**src/rtl/usb_fs_nb_out_pe.sv**
```systemverilog
// usb_fs_nb_out_pe: full-speed OUT/SETUP protocol engine.
// Accepts OUT/SETUP tokens for this device and streams DATA0/DATA1 payload
// bytes into the selected endpoint buffer. It tracks the data toggle for each
// endpoint and answers with an ACK, NAK or STALL handshake. Handshake, acked
// and rollback strobes are registered, so they appear one cycle after the
// decision is made.
module usb_fs_nb_out_pe #(
  parameter int NumOutEps         = 11,
  parameter int MaxOutPktSizeByte = 32,
  parameter int PktW              = $clog2(MaxOutPktSizeByte),
  parameter int OutEpW            = $clog2(NumOutEps)
) (
  input  logic                 clk_48mhz_i,
  input  logic                 rst_ni,
  input  logic                 link_reset_i,
  input  logic [6:0]           dev_addr_i,

  output logic [3:0]           out_ep_current_o,
  output logic                 out_ep_data_put_o,
  output logic [PktW-1:0]      out_ep_put_addr_o,
  output logic [7:0]           out_ep_data_o,
  output logic                 out_ep_newpkt_o,
  output logic                 out_ep_acked_o,
  output logic                 out_ep_rollback_o,
  output logic                 out_ep_setup_o,
  input  logic [NumOutEps-1:0] out_ep_full_i,
  input  logic [NumOutEps-1:0] out_ep_stall_i,

  input  logic                 rx_pkt_start_i,
  input  logic                 rx_pkt_end_i,
  input  logic                 rx_pkt_valid_i,
  input  logic [3:0]           rx_pid_i,
  input  logic [6:0]           rx_addr_i,
  input  logic [3:0]           rx_endp_i,
  input  logic                 rx_data_put_i,
  input  logic [7:0]           rx_data_i,

  output logic                 tx_pkt_start_o,
  output logic [3:0]           tx_pid_o
);

  localparam logic [3:0] PidOut   = 4'b0001;
  localparam logic [3:0] PidSetup = 4'b1101;
  localparam logic [3:0] PidAck   = 4'b0010;
  localparam logic [3:0] PidNak   = 4'b1010;
  localparam logic [3:0] PidStall = 4'b1110;
  localparam logic [PktW:0] MaxCnt = (PktW+1)'(MaxOutPktSizeByte);

  typedef enum logic [1:0] {
    StIdle,
    StRcvdOut,
    StRcvdData,
    StRcvdDataEnd
  } state_e;

  state_e state_q, state_d;

  logic [NumOutEps-1:0] toggle_q;
  // One bit wider than the buffer address so the byte past the end is visible
  logic [PktW:0]        byte_cnt_q;
  logic                 overflow_q;
  logic                 rx_put_q;

  logic [OutEpW-1:0]    ep;
  logic                 tok, tok_accept, ep_full, ep_stall;
  logic                 newpkt_d, rollback_d, acked_d, tx_start_d, tog_flip;
  logic [3:0]           tx_pid_d;

  assign ep       = out_ep_current_o[OutEpW-1:0];
  assign ep_full  = out_ep_full_i[ep];
  // SETUP must always get through to a halted endpoint
  assign ep_stall = out_ep_stall_i[ep] & ~out_ep_setup_o;

  assign tok = rx_pkt_end_i & rx_pkt_valid_i & (rx_pid_i[1:0] == 2'b01)
             & (rx_addr_i == dev_addr_i)
             & ({1'b0, rx_endp_i} < 5'(NumOutEps));
  assign tok_accept = tok & ((rx_pid_i == PidOut) | (rx_pid_i == PidSetup))
                    & (state_q != StRcvdDataEnd);

  // The buffer is written only while there is room and the endpoint is not blocked
  assign out_ep_data_put_o = rx_put_q & (byte_cnt_q < MaxCnt) & ~ep_full & ~ep_stall;
  assign out_ep_put_addr_o = byte_cnt_q[PktW-1:0];

  // Next state and the handshake / commit decision
  always_comb begin
    state_d    = state_q;
    newpkt_d   = 1'b0;
    rollback_d = 1'b0;
    acked_d    = 1'b0;
    tx_start_d = 1'b0;
    tx_pid_d   = 4'b0000;
    tog_flip   = 1'b0;
    if (tok_accept) begin
      state_d  = StRcvdOut;
      newpkt_d = 1'b1;
      // A new token arriving mid-payload discards the unfinished packet
      rollback_d = (state_q == StRcvdData);
    end else begin
      unique case (state_q)
        StRcvdOut: begin
          if (rx_pkt_start_i) state_d = StRcvdData;
        end
        StRcvdData: begin
          if (rx_pkt_end_i) begin
            if (rx_pkt_valid_i && rx_pid_i[1:0] == 2'b11) begin
              state_d = StRcvdDataEnd;
            end else begin
              state_d    = StIdle;
              rollback_d = 1'b1;
            end
          end
        end
        StRcvdDataEnd: begin
          state_d = StIdle;
          if (overflow_q) begin
            rollback_d = 1'b1;
          end else if (ep_stall) begin
            tx_start_d = 1'b1;
            tx_pid_d   = PidStall;
            rollback_d = 1'b1;
          end else if (ep_full) begin
            tx_start_d = 1'b1;
            tx_pid_d   = PidNak;
            rollback_d = 1'b1;
          end else if (rx_pid_i[3] == toggle_q[ep]) begin
            tx_start_d = 1'b1;
            tx_pid_d   = PidAck;
            acked_d    = 1'b1;
            tog_flip   = 1'b1;
          end else begin
            // Duplicate of a packet we already committed: ACK it again, keep nothing
            tx_start_d = 1'b1;
            tx_pid_d   = PidAck;
            rollback_d = 1'b1;
          end
        end
        default: ;
      endcase
    end
  end

  // State register and registered strobes
  always_ff @(posedge clk_48mhz_i or negedge rst_ni) begin
    if (!rst_ni) begin
      state_q           <= StIdle;
      out_ep_newpkt_o   <= 1'b0;
      out_ep_rollback_o <= 1'b0;
      out_ep_acked_o    <= 1'b0;
      tx_pkt_start_o    <= 1'b0;
      tx_pid_o          <= 4'b0000;
    end else if (link_reset_i) begin
      state_q           <= StIdle;
      out_ep_newpkt_o   <= 1'b0;
      out_ep_rollback_o <= 1'b0;
      out_ep_acked_o    <= 1'b0;
      tx_pkt_start_o    <= 1'b0;
      tx_pid_o          <= 4'b0000;
    end else begin
      state_q           <= state_d;
      out_ep_newpkt_o   <= newpkt_d;
      out_ep_rollback_o <= rollback_d;
      out_ep_acked_o    <= acked_d;
      tx_pkt_start_o    <= tx_start_d;
      tx_pid_o          <= tx_pid_d;
    end
  end

  // Transfer context, byte counter, overflow flag and data toggles
  always_ff @(posedge clk_48mhz_i or negedge rst_ni) begin
    if (!rst_ni) begin
      out_ep_current_o <= 4'h0;
      out_ep_setup_o   <= 1'b0;
      out_ep_data_o    <= 8'h00;
      byte_cnt_q       <= '0;
      overflow_q       <= 1'b0;
      rx_put_q         <= 1'b0;
      toggle_q         <= '0;
    end else if (link_reset_i) begin
      out_ep_current_o <= 4'h0;
      out_ep_setup_o   <= 1'b0;
      out_ep_data_o    <= 8'h00;
      byte_cnt_q       <= '0;
      overflow_q       <= 1'b0;
      rx_put_q         <= 1'b0;
      toggle_q         <= '0;
    end else begin
      rx_put_q <= rx_data_put_i & (state_q == StRcvdData);
      if (rx_data_put_i && state_q == StRcvdData) out_ep_data_o <= rx_data_i;

      if (tok_accept) begin
        out_ep_current_o <= rx_endp_i;
        out_ep_setup_o   <= (rx_pid_i == PidSetup);
        byte_cnt_q       <= '0;
        overflow_q       <= 1'b0;
        if (rx_pid_i == PidSetup) toggle_q[rx_endp_i[OutEpW-1:0]] <= 1'b0;
      end else if (rx_put_q) begin
        // Counting continues while puts are suppressed so overflow is still seen
        if (byte_cnt_q == MaxCnt) overflow_q <= 1'b1;
        else                      byte_cnt_q <= byte_cnt_q + 1'b1;
      end

      if (tog_flip) toggle_q[ep] <= ~toggle_q[ep];
    end
  end

endmodule

```
**config.mk**
```make
export PLATFORM = sky130hd
export DESIGN_NAME = usb_fs_nb_out_pe
export DESIGN_NICKNAME = d
export VERILOG_FILES = /design/src/rtl/usb_fs_nb_out_pe.sv
export SDC_FILE = /design/constraint.sdc
export NUM_CORES = 1
export LEC_CHECK = 0
export BUFFER_PORTS_ARGS = -buffer_cell sky130_fd_sc_hd__clkbuf_2
export CAP_MARGIN = 20
export CELL_PAD_IN_SITES_DETAIL_PLACEMENT = 0
export CELL_PAD_IN_SITES_GLOBAL_PLACEMENT = 1
export CORE_UTILIZATION = 37
export DETAILED_ROUTE_END_ITERATION = 8
export HOLD_SLACK_MARGIN = 0.02
export PLACE_DENSITY = 0.88
export SLEW_MARGIN = 25
export SYNTH_ARGS = -nofsm -noshare
export SYNTH_HDL_FRONTEND = slang
export SYNTH_SLANG_ARGS = --single-unit
```
**constraint.sdc**
```tcl
create_clock -name clk_48mhz_i -period 2.6 [get_ports clk_48mhz_i]
set_input_delay 0.52 -clock clk_48mhz_i [delete_from_list [all_inputs] [get_ports clk_48mhz_i]]
set_output_delay 0.52 -clock clk_48mhz_i [all_outputs]
set_load 0.01 [all_outputs]
```
Word-level counts from Yosys, hierarchy flattened
Index checks and enable logic that the tools add are counted.
Storage, ports and cells
  register bits: 42
Operators by class
  bitwise gates (word level): 18
  add/sub/neg operators: 1
  reduce and logical (&&, ||, !) cells: 12
  eq/ne operators: 14
  mux-type cells: 65
  order comparisons: 6
Operators by type and width (count)
  two-way mux 11 bit: 5
  two-way mux 1 bit: 33
  two-way mux 4 bit: 8
  two-way mux 6 bit: 4
  two-way mux 8 bit: 2
  binary-select mux 1 bit (select 4 bit): 3
  AND 1 bit: 11
  AND 11 bit: 1
  bitwise mux 11 bit: 1
  NOT 11 bit: 1
  < comparator 4 x 5 -> 1 bit, second input constant: 2
  two-way mux 2 bit: 5
  demux 1 bit (select 4 bit): 2
  greater-or-equal comparator 4 x 1 -> 1 bit, second input constant: 2
  inequality test 4 bit, second input constant: 2
  equality test 7 bit: 1
  adder 6 x 1 -> 6 bit, second input constant: 1
  equality test 2 bit, second input constant: 3
  equality test 6 bit, second input constant: 1
  < comparator 6 bit, second input constant: 1
  case mux 2 bit (3 select lines): 1
  nonzero test 3 bit: 2
  nonzero test 5 bit: 1
  equality test 2 x 1 -> 1 bit, second input constant: 2
  13 further kinds: 21

Depth between registers and ports, before layout
Gate-level depths: netlist of run 1.
  depth after elaboration: 12
  mapped depth: 8
  depth with buffers taken out: 7

Least setup slack after synthesis of run 1
Ideal clock, no wire load.
  path type: input port to output port
  start point: input out_ep_stall_i[6]
  end point: output out_ep_data_put_o
  buffers on the path: 1
  setup slack: 0.062 ns
  data arrival time: 2.018 ns
  cell stages on the path: 6
  path through: mux4_2 > or2_0 > a32o_1 > a211oi_4 > buf_6 > and3b_1
On the way
  word-level cells in the longest chain between the ends: 5
Ends and longest elaborated chain
  start, declared: RTL line 27  | input logic [NumOutEps-1:0] out_ep_stall_i,
  binary-select mux 1 bit (select 4 bit): RTL line 72  | assign ep_stall = out_ep_stall_i[ep] & ~out_ep_setup_o;
  two-way mux 1 bit (not written as such): RTL line 72
  AND 1 bit: RTL line 72
  NOT 1 bit: RTL line 81  | assign out_ep_data_put_o = rx_put_q & (byte_cnt_q < MaxCnt) & ~ep_full & ~ep_stall;
  AND 1 bit: RTL line 81
  end, declared: RTL line 19  | output logic out_ep_data_put_o,
No other way between the ends. The select of a mux whose other input is x is not followed.

Worst setup path in the final report of run 1
  start point: register out_ep_current_o[1]
  end point: output out_ep_data_put_o
On the way
  word-level cells in the longest chain between the ends: 5
  elaborated cells between the ends (all ways): 9
Ends and longest elaborated chain
  start, declared: RTL line 18  | output logic [3:0] out_ep_current_o,
  start signal, assigned: RTL line 191  | out_ep_current_o <= rx_endp_i;
  binary-select mux 1 bit (select 4 bit), on equally long branches: RTL line 70, 72
  two-way mux 1 bit, on equally long branches: RTL line 70, 72
  NOT 1 bit / AND 1 bit (equally long branches): RTL line 81, 72
  AND 1 bit / NOT 1 bit (equally long branches): RTL line 81
  AND 1 bit (*): RTL line 81
Mark *: on every way between the ends. The rest lies on a longest branch, timed or not. The select of a mux whose other input is x is not followed.

==> flow_metrics.tcl, run 1 <==
set metrics [dict create \
    clk_path_buf_depth 2 \
    nets 410 \
    p_int_mw 1.08 \
    rsz0062_at_grt "true" \
    setup_ws_ps -72.9 \
    status "complete, but fails checks" \
    yosys_warnings 0 \
    violations "design-rule violations, negative setup slack" \
    comb_power_share_pct 18.6 \
    dieWidth_um 84.8 \
    grt_pass1_vias 2203 \
    seq_area_um2 1000 \
    firstDrtPassIters 6 \
    clkTransAtPathRegs_ps 70 \
    hold_viol_final 0 \
    antennaDiodeCount 0 \
    dr.first_iter.drc_count 151 \
    cts_root_buf "clkbuf_8" \
    fin_skew_ps 6.85 \
    drive_gt1_share_pct 33.1 \
    arrival_ps 2150 \
    place_congestion 0.850 \
    core_um2 6490 \
    path_buf_inv 1 \
    crit_type "register to output pin" \
    postRouteAntennaNets 0 \
    start_util_pct 39.0 \
    viasPerCell 5.32 \
    wl_per_cell_um 14.2 \
    cts_tree "built" \
    die_h_um 84.8 \
    max_freq_mhz 374 \
    overflow 0 \
    yosys.area.top_type "dfrtp_1" \
    switchingPower_mw 0.408 \
    drv_cap 0 \
    num_rows 29 \
    power.total_mw 1.49 \
    dpl_cell_area_um2 3020 \
    end_kind "output pin" \
    finalCritPeriodShare_pct 103 \
    synth_seq_cells 40 \
    via_count 2254 \
    final_area_um2 3140 \
    track_usage_pct 18.0 \
    p_leak_nw 1.58 \
    cp_max_fo 2 \
    syn_inst 265 \
    finalMaxSlewViolations 0 \
    rr_endpoint "toggle_q[6]" \
    totalWireLength_um 6030 \
    cp-start-kind "register" \
    crit_path_top_delay_cell "mux4_2" \
    dieArea_um2 7190 \
    vdd_ir_drop_max_uv 271 \
    multi_input_area_um2 1380 \
    finish.cell_count_without_fillers 424 \
    ys_async_sr_fraction_pct 100 \
    reg2reg_from "state_q[0]" \
    synth.cell_area_um2 2540 \
    cp.depth 6 \
    grt_pass1_wl_um 10400 \
    place_worst_setup_slack_ps 49.7 \
    synth_area_leaders "dfrtp_1, mux2i_1, xor2_1, nand4_1, nor2b_1" \
    power_density_nw_per_um2 474 \
    p_seq_share_pct 45.2 \
    cpPeakStageDelay_ps 500 \
    grt_max_degree 41 \
    drt_drc_violations_left 8 \
    cts.sinks 40 \
    cts_max_level 2 \
    crit_chain "mux4_2, or2_0, a32o_2, a211oi_4, and3b_1, buf_2" \
    clock_power_share_pct 36.2 \
    reg2reg_slack_ps 260 \
    pin_count 86 \
    filler_cell_count 638 \
    worst_pin_slew_ps 538 \
    setup_viol 1 \
    r2r_cells 6 \
    hold_path_class "primary input to asynchronous set/reset pin" \
    synth_cell_types 49 \
    ys_seq_area_share_pct 39.5 \
    cts_buffers 5 \
    syn_to_final_growth_pct 24.0 \
    netSwitchingFraction_pct 27.3 \
    critPathLaunch "out_ep_current_o[1]" \
    synth_edf_count 0 \
    synth_nets 329 \
    worst_ep_required_time_ps 2080 \
    slew-limit-headroom_pct 64.1 \
    setup_tns_ps -72.9 \
    ys.flop_type "dfrtp_1" \
    cp_top_family "multiplexers" \
    min_period_ps 2670 \
    hpwl_um 4600 \
    post-cts-setup-buffers 0 \
    synthTopCellsByCount "dfrtp_1, mux2i_1, nor2_1" \
    synth_top_area_share_pct 39.5 \
    synth_area_per_cell_um2 9.57 \
    port_buffers 84 \
    clk-insertion-delay-late_ps 300 \
    antenna_found_initial 0 \
    endpoint "out_ep_data_put_o" \
    yosysMostFrequentCell "dfrtp_1" \
    placed_cells 416 \
]
[cell families after synthesis]
group | Yosys count | share of synthesized area, %
multiplexers | 27 | 12.3
other | 1 | 0.148
adder cells (fa/ha/maj) | 5 | 2.47
AO/OA/AOI/OAI | 37 | 9.47
flip-flops | 40 | 39.5
AND/OR/NAND/NOR | 110 | 24.7
XOR/XNOR | 14 | 5.13
buffers and inverters | 31 | 6.27
[cell usage in the layout (no fill, tap or decap), drive strengths merged, types with 6 or more instances in the layout]
cell type,netlist,routed
clkbuf,8,89
nand3,9,9
nand2,14,14
a21oi,11,11
o21ai,14,14
buf,14,13
nand4,15,15
inv,9,9
nand3b,6,6
nor2b,15,15
xor2,12,12
nor2,20,20
mux2i,20,20
dfrtp,40,40
[per-layer routing]
metal  share of wire (%)  GRT usage [%]  vias to the layer above  wire (µm)
met5                   0              0                        -          0
met4                 1.2           4.62                        0         71
met3                 5.1           2.46                        5        308
met2                  46           29.4                       79       2780
met1                  48           25.4                     1071       2880
li1                    -              -                     1099          -
[final cells by class]
class | count | share of cell area [%]
clock buffers | 6 | 2.63
clock inverters | 2 | 1.23
inverters | 9 | 1.07
multi-input cells | 194 | 43.8
flip-flops and latches | 40 | 31.8
well taps | 77 | 3.06
repair buffers | 96 | 16.4
[power by group through the flow]
stage | clock (mW) | sequential [mW] | combinational, mW
floorplan | 0 | 0.691 | 0.157
global route | 0.575 | 0.679 | 0.316
CTS | 0.552 | 0.674 | 0.280
finish | 0.540 | 0.675 | 0.277
global placement | 0 | 0.686 | 0.272
detailed placement | 0 | 0.686 | 0.279
[worst reg2reg max path: cells and delay by family (launching register included)]
kind,cells,cell delay (ps)
and+or+nand+nor,3,1250
DFF,1,420
adders and majority gates,1,230
AOI/OAI and AO/OA,1,200
muxes,1,100
[repair_timing]
action | CTS | global route
setup endpoints to repair | 1 | 1
hold buffers | 0 | 0
gates resized for setup | 0 | 3
[metrics by stage]
step,hold slack [ps],utilization (%)
after CTS,296,48.3
after global placement,517,46.5
after detailed placement,518,46.5
final,269,48.4
after global routing,325,48.4
after floorplan,224,-
[worst min path at each step]
stage          slack [ps]               end  depth (start not counted)        startpoint
3_3_place_gp          520  out_ep_data_o[4]                          2  out_ep_data_o[4]
2_1_floorplan         220     byte_cnt_q[0]                          0            rst_ni
3_5_place_dp          520  out_ep_data_o[1]                          2  out_ep_data_o[1]
5_1_grt               330     byte_cnt_q[0]                          2            rst_ni
4_1_cts               300     byte_cnt_q[1]                          2            rst_ni
6_report              270       toggle_q[6]                          2            rst_ni
[flip-flops by register name, summed over array words and instances, names as in the netlist]
signal and cells:
toggle_q 11, out_ep_data_o 8, byte_cnt_q 6, out_ep_current_o 4, state_q 2, tx_pid_o 2, out_ep_acked_o 1, out_ep_newpkt_o 1
out_ep_rollback_o 1, out_ep_setup_o 1, overflow_q 1, rx_put_q 1, tx_pkt_start_o 1
Power figures use the tool's default switching activity.
==> run 2: changes to the inputs <==
--- a/config.mk
+++ b/config.mk
@@ -12,7 +12,7 @@
 export CORE_UTILIZATION = 37
 export DETAILED_ROUTE_END_ITERATION = 8
 export HOLD_SLACK_MARGIN = 0.02
-export PLACE_DENSITY = 0.88
+export PLACE_DENSITY_LB_ADDON = 0.1
 export SLEW_MARGIN = 25
 export SYNTH_ARGS = -nofsm -noshare
 export SYNTH_HDL_FRONTEND = slang
==> run 2 against run 1 <==
  * The flow still finishes with violations (design-rule violations, negative setup slack)
  * Sequential share of layout area down 0.28 points
  * Combinational power grew 3%
  * Maximum frequency shrank 0.73%
  * Global-route usage grew 1.6 points
  * Critical path type unchanged
==> flow_metrics.tcl, run 2 (synthesis gave the netlist of run 1 again) <==
set metrics [dict create \
    slew-limit-headroom_pct 62.8 \
    max_freq_mhz 371 \
    grt_max_degree 22 \
    dr.first_iter.drc_count 138 \
    clk-insertion-delay-late_ps 300 \
    violations "design-rule violations, negative setup slack" \
    met3_usage_pct 3.83 \
    rsz0062_at_grt "true" \
    hold_viol_final 0 \
    antennaDiodeCount 0 \
    syn_to_final_growth_pct 25.1 \
    switchingPower_mw 0.425 \
    min_period_ps 2690 \
    r2r_cells 6 \
    dieArea_um2 7190 \
    cts_hold_buf 0 \
    cts_root_buf "clkbuf_8" \
    nets 415 \
    hpwl_um 5030 \
    grt_pass1_wl_um 11100 \
    hold_path_class "primary input to asynchronous set/reset pin" \
    vdd_ir_drop_max_uv 185 \
    netSwitchingFraction_pct 28.7 \
    reg2reg_from "state_q[0]" \
    setup_viol 1 \
    power_density_nw_per_um2 467 \
    rr_endpoint "toggle_q[5]" \
    totalWireLength_um 6620 \
    post-cts-setup-buffers 0 \
    core_um2 6490 \
    setup_tns_ps -92.7 \
    cts_buffers 5 \
    wl_per_cell_um 15.4 \
    largest_reg_flops 11 \
    cts_resized 2 \
    track_usage_pct 19.7 \
    worst_pin_slew_ps 558 \
    postRouteAntennaNets 0 \
    antenna_found_initial 0 \
    pin_count 86 \
    cts.sinks 40 \
    biggestRegsByFlops "toggle_q: 11 flops, out_ep_data_o: 8 flops, byte_cnt_q: 6 flops" \
    fin_skew_ps 9.07 \
    drv_cap 0 \
    final_cell_mix "clkbuf_2, dfrtp_1, nor2_1, mux2i_1, buf_4" \
    reg2reg_slack_ps 300 \
    finalCritPeriodShare_pct 104 \
    cts_tree "built" \
    arrival_ps 2170 \
    end_kind "output pin" \
    place_worst_setup_slack_ps 20.3 \
    finalMaxSlewViolations 0 \
    p_int_mw 1.06 \
    clkTransAtPathRegs_ps 80 \
    drt_drc_violations_left 4 \
    port_buffers 84 \
    dieWidth_um 84.8 \
    grt.busiest_layer "met2" \
    firstDrtPassIters 6 \
    final_common_cell "clkbuf_2" \
    met2_usage_pct 30.9 \
    grt_pass1_vias 2256 \
    worst_ep_required_time_ps 2080 \
    num_rows 29 \
    grtUsageMet1_pct 28.0 \
    clock_power_share_pct 35.3 \
    via_count 2292 \
    drive_gt1_share_pct 34.1 \
    p_leak_nw 1.60 \
    viasPerCell 5.34 \
    top_register "toggle_q" \
    cp_max_fo 2 \
    clk_path_buf_depth 2 \
    start_util_pct 39.0 \
    p_seq_share_pct 45.5 \
    crit_type "register to output pin" \
    cp-start-kind "register" \
    die_h_um 84.8 \
    comb_power_share_pct 19.2 \
    power.total_mw 1.48 \
    overflow 0 \
    place_congestion 0.802 \
    status "complete, but fails checks" \
    cts_max_level 2 \
    setup_ws_ps -92.7 \
]
run 2: changes by cell type in the layout (fill, tap and decap cells not counted), sizes merged:
cell	previous run	this run
clkbuf	89	88
buf	13	18
clkinvlp	0	1
run 2: worst max-delay path by stage:
stage | startpoint | to | slack, ps | cells after the start
2_1_floorplan | out_ep_stall_i[6] | out_ep_data_put_o | 60 | 6
4_1_cts | out_ep_current_o[1] | out_ep_data_put_o | -120 | 6
3_3_place_gp | out_ep_stall_i[6] | out_ep_data_put_o | 20 | 7
6_report | out_ep_current_o[1] | out_ep_data_put_o | -90 | 6
5_1_grt | out_ep_current_o[1] | out_ep_data_put_o | -180 | 6
3_5_place_dp | out_ep_stall_i[6] | out_ep_data_put_o | 20 | 7
run 2: power groups by stage:
stage | Combinational (mW) | Clock (mW) | Sequential (mW)
after global placement | 0.284 | 0 | 0.686
after floorplan | 0.157 | 0 | 0.691
after global routing | 0.325 | 0.560 | 0.678
final | 0.285 | 0.522 | 0.674
after CTS | 0.289 | 0.533 | 0.675
after detailed placement | 0.288 | 0 | 0.687
run 2: layer usage:
metal | wire [µm] | share of wire (%)
met5 | 0 | 0
met1 | 3140 | 47
met4 | 63 | 0.95
met2 | 2980 | 45
met3 | 439 | 6.6
run 2: worst max-delay path, stage by stage, from the launching register on:
cell,delay [ps]
dfrtp_1,390
mux4_2,510
or2_0,220
a32o_2,280
a211oi_4,170
and3b_1,180
buf_2,130
run 2: area by class of cell:
| class | count | area [µm²] |
|---|---|---|
| timing repair buffer | 101 | 552 |
| clock buffer | 5 | 68.8 |
| clock inverter | 3 | 42.5 |
| tap | 77 | 96.3 |
| inverter | 9 | 33.8 |
| sequential | 40 | 1000 |
| fill | 641 | 3320 |
| multi-input combinational | 194 | 1380 |
run 2: per-stage QoR:
stage          hold WS [ps]  instances  instance area (µm²)  utilization [%]
2_1_floorplan           224        265                 2540                -
3_5_place_dp            479        421                 3060             47.0
4_1_cts                 154        429                 3170             48.8
3_3_place_gp            481        421                 3060             47.0
6_report                137        429                 3170             48.8
5_1_grt                 167        429                 3170             48.8
==> run 3: changes to the inputs <==
==> constraint.sdc (replaced) <==
create_clock -name clk_48mhz_i -period 2.49 [get_ports clk_48mhz_i]
set_input_delay 0.498 -clock clk_48mhz_i [delete_from_list [all_inputs] [get_ports clk_48mhz_i]]
set_output_delay 0.498 -clock clk_48mhz_i [all_outputs]
set_load 0.01 [all_outputs]
==> run 3 against run 2 <==
  * The run still ends with design-rule violations, negative setup slack left
  * Sequential share of layout area shrank 0.11 points
  * Worst hold slack gained 120 ps
  * Sequential power up 4.5%
  * Die area is the same
  * Clock skew decreased by 5.1 ps
  * Count of clock-buffer cells in the layout unchanged
  * Core utilization is 0.17 points higher
  * Total power increased by 4.5%
  * Routed wire length down 1.1%
  * Critical path type unchanged
  * Largest power group unchanged
==> flow_metrics.tcl, run 3 (synthesis gave the netlist of run 1 again) <==
set metrics [dict create \
    status "complete, but fails checks" \
    violations "design-rule violations, negative setup slack" \
    setup_ws_ps -195 \
    worst_ep_required_time_ps 1990 \
    final_common_cell "clkbuf_2" \
    hold_ws_ps 258 \
    fin_skew_ps 3.97 \
    setup_viol 1 \
    final_area_um2 3180 \
    min_period_ps 2680 \
    cts.sinks 40 \
    rsz0062_at_grt "true" \
    slew-limit-headroom_pct 62.7 \
    dr.first_iter.drc_count 218 \
    track_usage_pct 19.5 \
    num_rows 29 \
    dpl_cell_area_um2 3060 \
    cts_tree "built" \
    cp-start-kind "register" \
    via_count 2258 \
    postRouteAntennaNets 0 \
    firstDrtPassIters 6 \
    drt_drc_violations_left 4 \
    finalCritPeriodShare_pct 108 \
    pin_count 86 \
    arrival_ps 2190 \
    syn_to_final_growth_pct 25.5 \
    post-route-util_pct 49.0 \
    start_util_pct 39.0 \
    drv_cap 0 \
    grt_pass1_vias 2276 \
    clk-insertion-delay-late_ps 290 \
    finish.cell_count_without_fillers 428 \
    drive_gt1_share_pct 34.2 \
    wl_per_cell_um 15.3 \
    cts_root_buf "clkbuf_8" \
    hold_path_class "primary input to asynchronous set/reset pin" \
    viasPerCell 5.28 \
    crit_type "register to output pin" \
    dieWidth_um 84.8 \
    p_leak_nw 1.60 \
    biggestRegsByFlops "toggle_q: 11 flops, out_ep_data_o: 8 flops, byte_cnt_q: 6 flops" \
    placed_cells 420 \
    cp_max_fo 2 \
    overflow 0 \
    post-cts-setup-buffers 0 \
    power.total_mw 1.55 \
    largest_reg_flops 11 \
    finalMaxSlewViolations 0 \
    dieArea_um2 7190 \
    antenna_found_initial 0 \
    vdd_ir_drop_max_uv 228 \
    cts_buffers 5 \
    totalWireLength_um 6550 \
    core_um2 6490 \
    final_cell_mix "clkbuf_2, dfrtp_1, nor2_1, mux2i_1" \
    place_worst_setup_slack_ps -38.0 \
    cts_max_level 2 \
    end_kind "output pin" \
    die_h_um 84.8 \
    hold_viol_final 0 \
    port_buffers 84 \
    worst_pin_slew_ps 559 \
    grt_pass1_wl_um 11000 \
    power_density_nw_per_um2 486 \
    top_register "toggle_q" \
    max_freq_mhz 372 \
    grt_max_degree 41 \
    place_congestion 0.775 \
    clk_path_buf_depth 2 \
    hpwl_um 4940 \
    cts_hold_buf 0 \
    setup_tns_ps -195 \
    nets 414 \
    antennaDiodeCount 0 \
    clkTransAtPathRegs_ps 80 \
]
==> run 3: repair_timing <==
item,4_1_cts,5_1_grt
hold endpoints to repair,0,0
gates resized for setup,1,3
endpoints found under the setup margin,1,6
pin swaps,0,0
==> run 3: worst paths after layout <==
check	from	endpoint	slack (ps)	cells past startpoint
max reg2reg	out_ep_current_o[1]	toggle_q[5]	230	7
min reg2reg	out_ep_data_o[4]	out_ep_data_o[4]	530	2
min in group clk_48mhz_i	rx_data_i[6]	out_ep_data_o[6]	420	3
min	rst_ni	byte_cnt_q[2]	260	2
max	out_ep_current_o[1]	out_ep_data_put_o	-190	6
max in group asynchronous	rst_ni	out_ep_current_o[1]	1860	2
==> run 3: layout make-up <==
type,instances,area [µm²]
Tap cell,77,96.3
Clock inverter,3,42.5
Fill cell,629,3310
Clock buffer,5,68.8
Inverter,9,33.8
Timing Repair Buffer,100,557
Multi-Input combinational cell,194,1380
Sequential cell,40,1000
==> run 3: worst max-delay path: stages (launching register included) <==
cell,delay (ps)
dfrtp_1,410
mux4_2,510
or2_0,210
a32o_2,280
a211oi_4,180
and3b_1,180
buf_2,130
==> run 3: per-layer routing <==
| layer | wire, µm | vias up | track usage (%) |
|---|---|---|---|
| li1 | - | 1109 | - |
| met1 | 3180 | 1059 | 26.8 |
| met2 | 2910 | 85 | 31.3 |
| met3 | 389 | 5 | 4.03 |
| met4 | 62 | 0 | 5.08 |
| met5 | 0 | - | 0 |
==> run 3: report_power, final <==
group,switching (mW),internal [mW]
Combinational,0.171,0.131
Clock,0.244,0.297
Sequential,0.0240,0.680
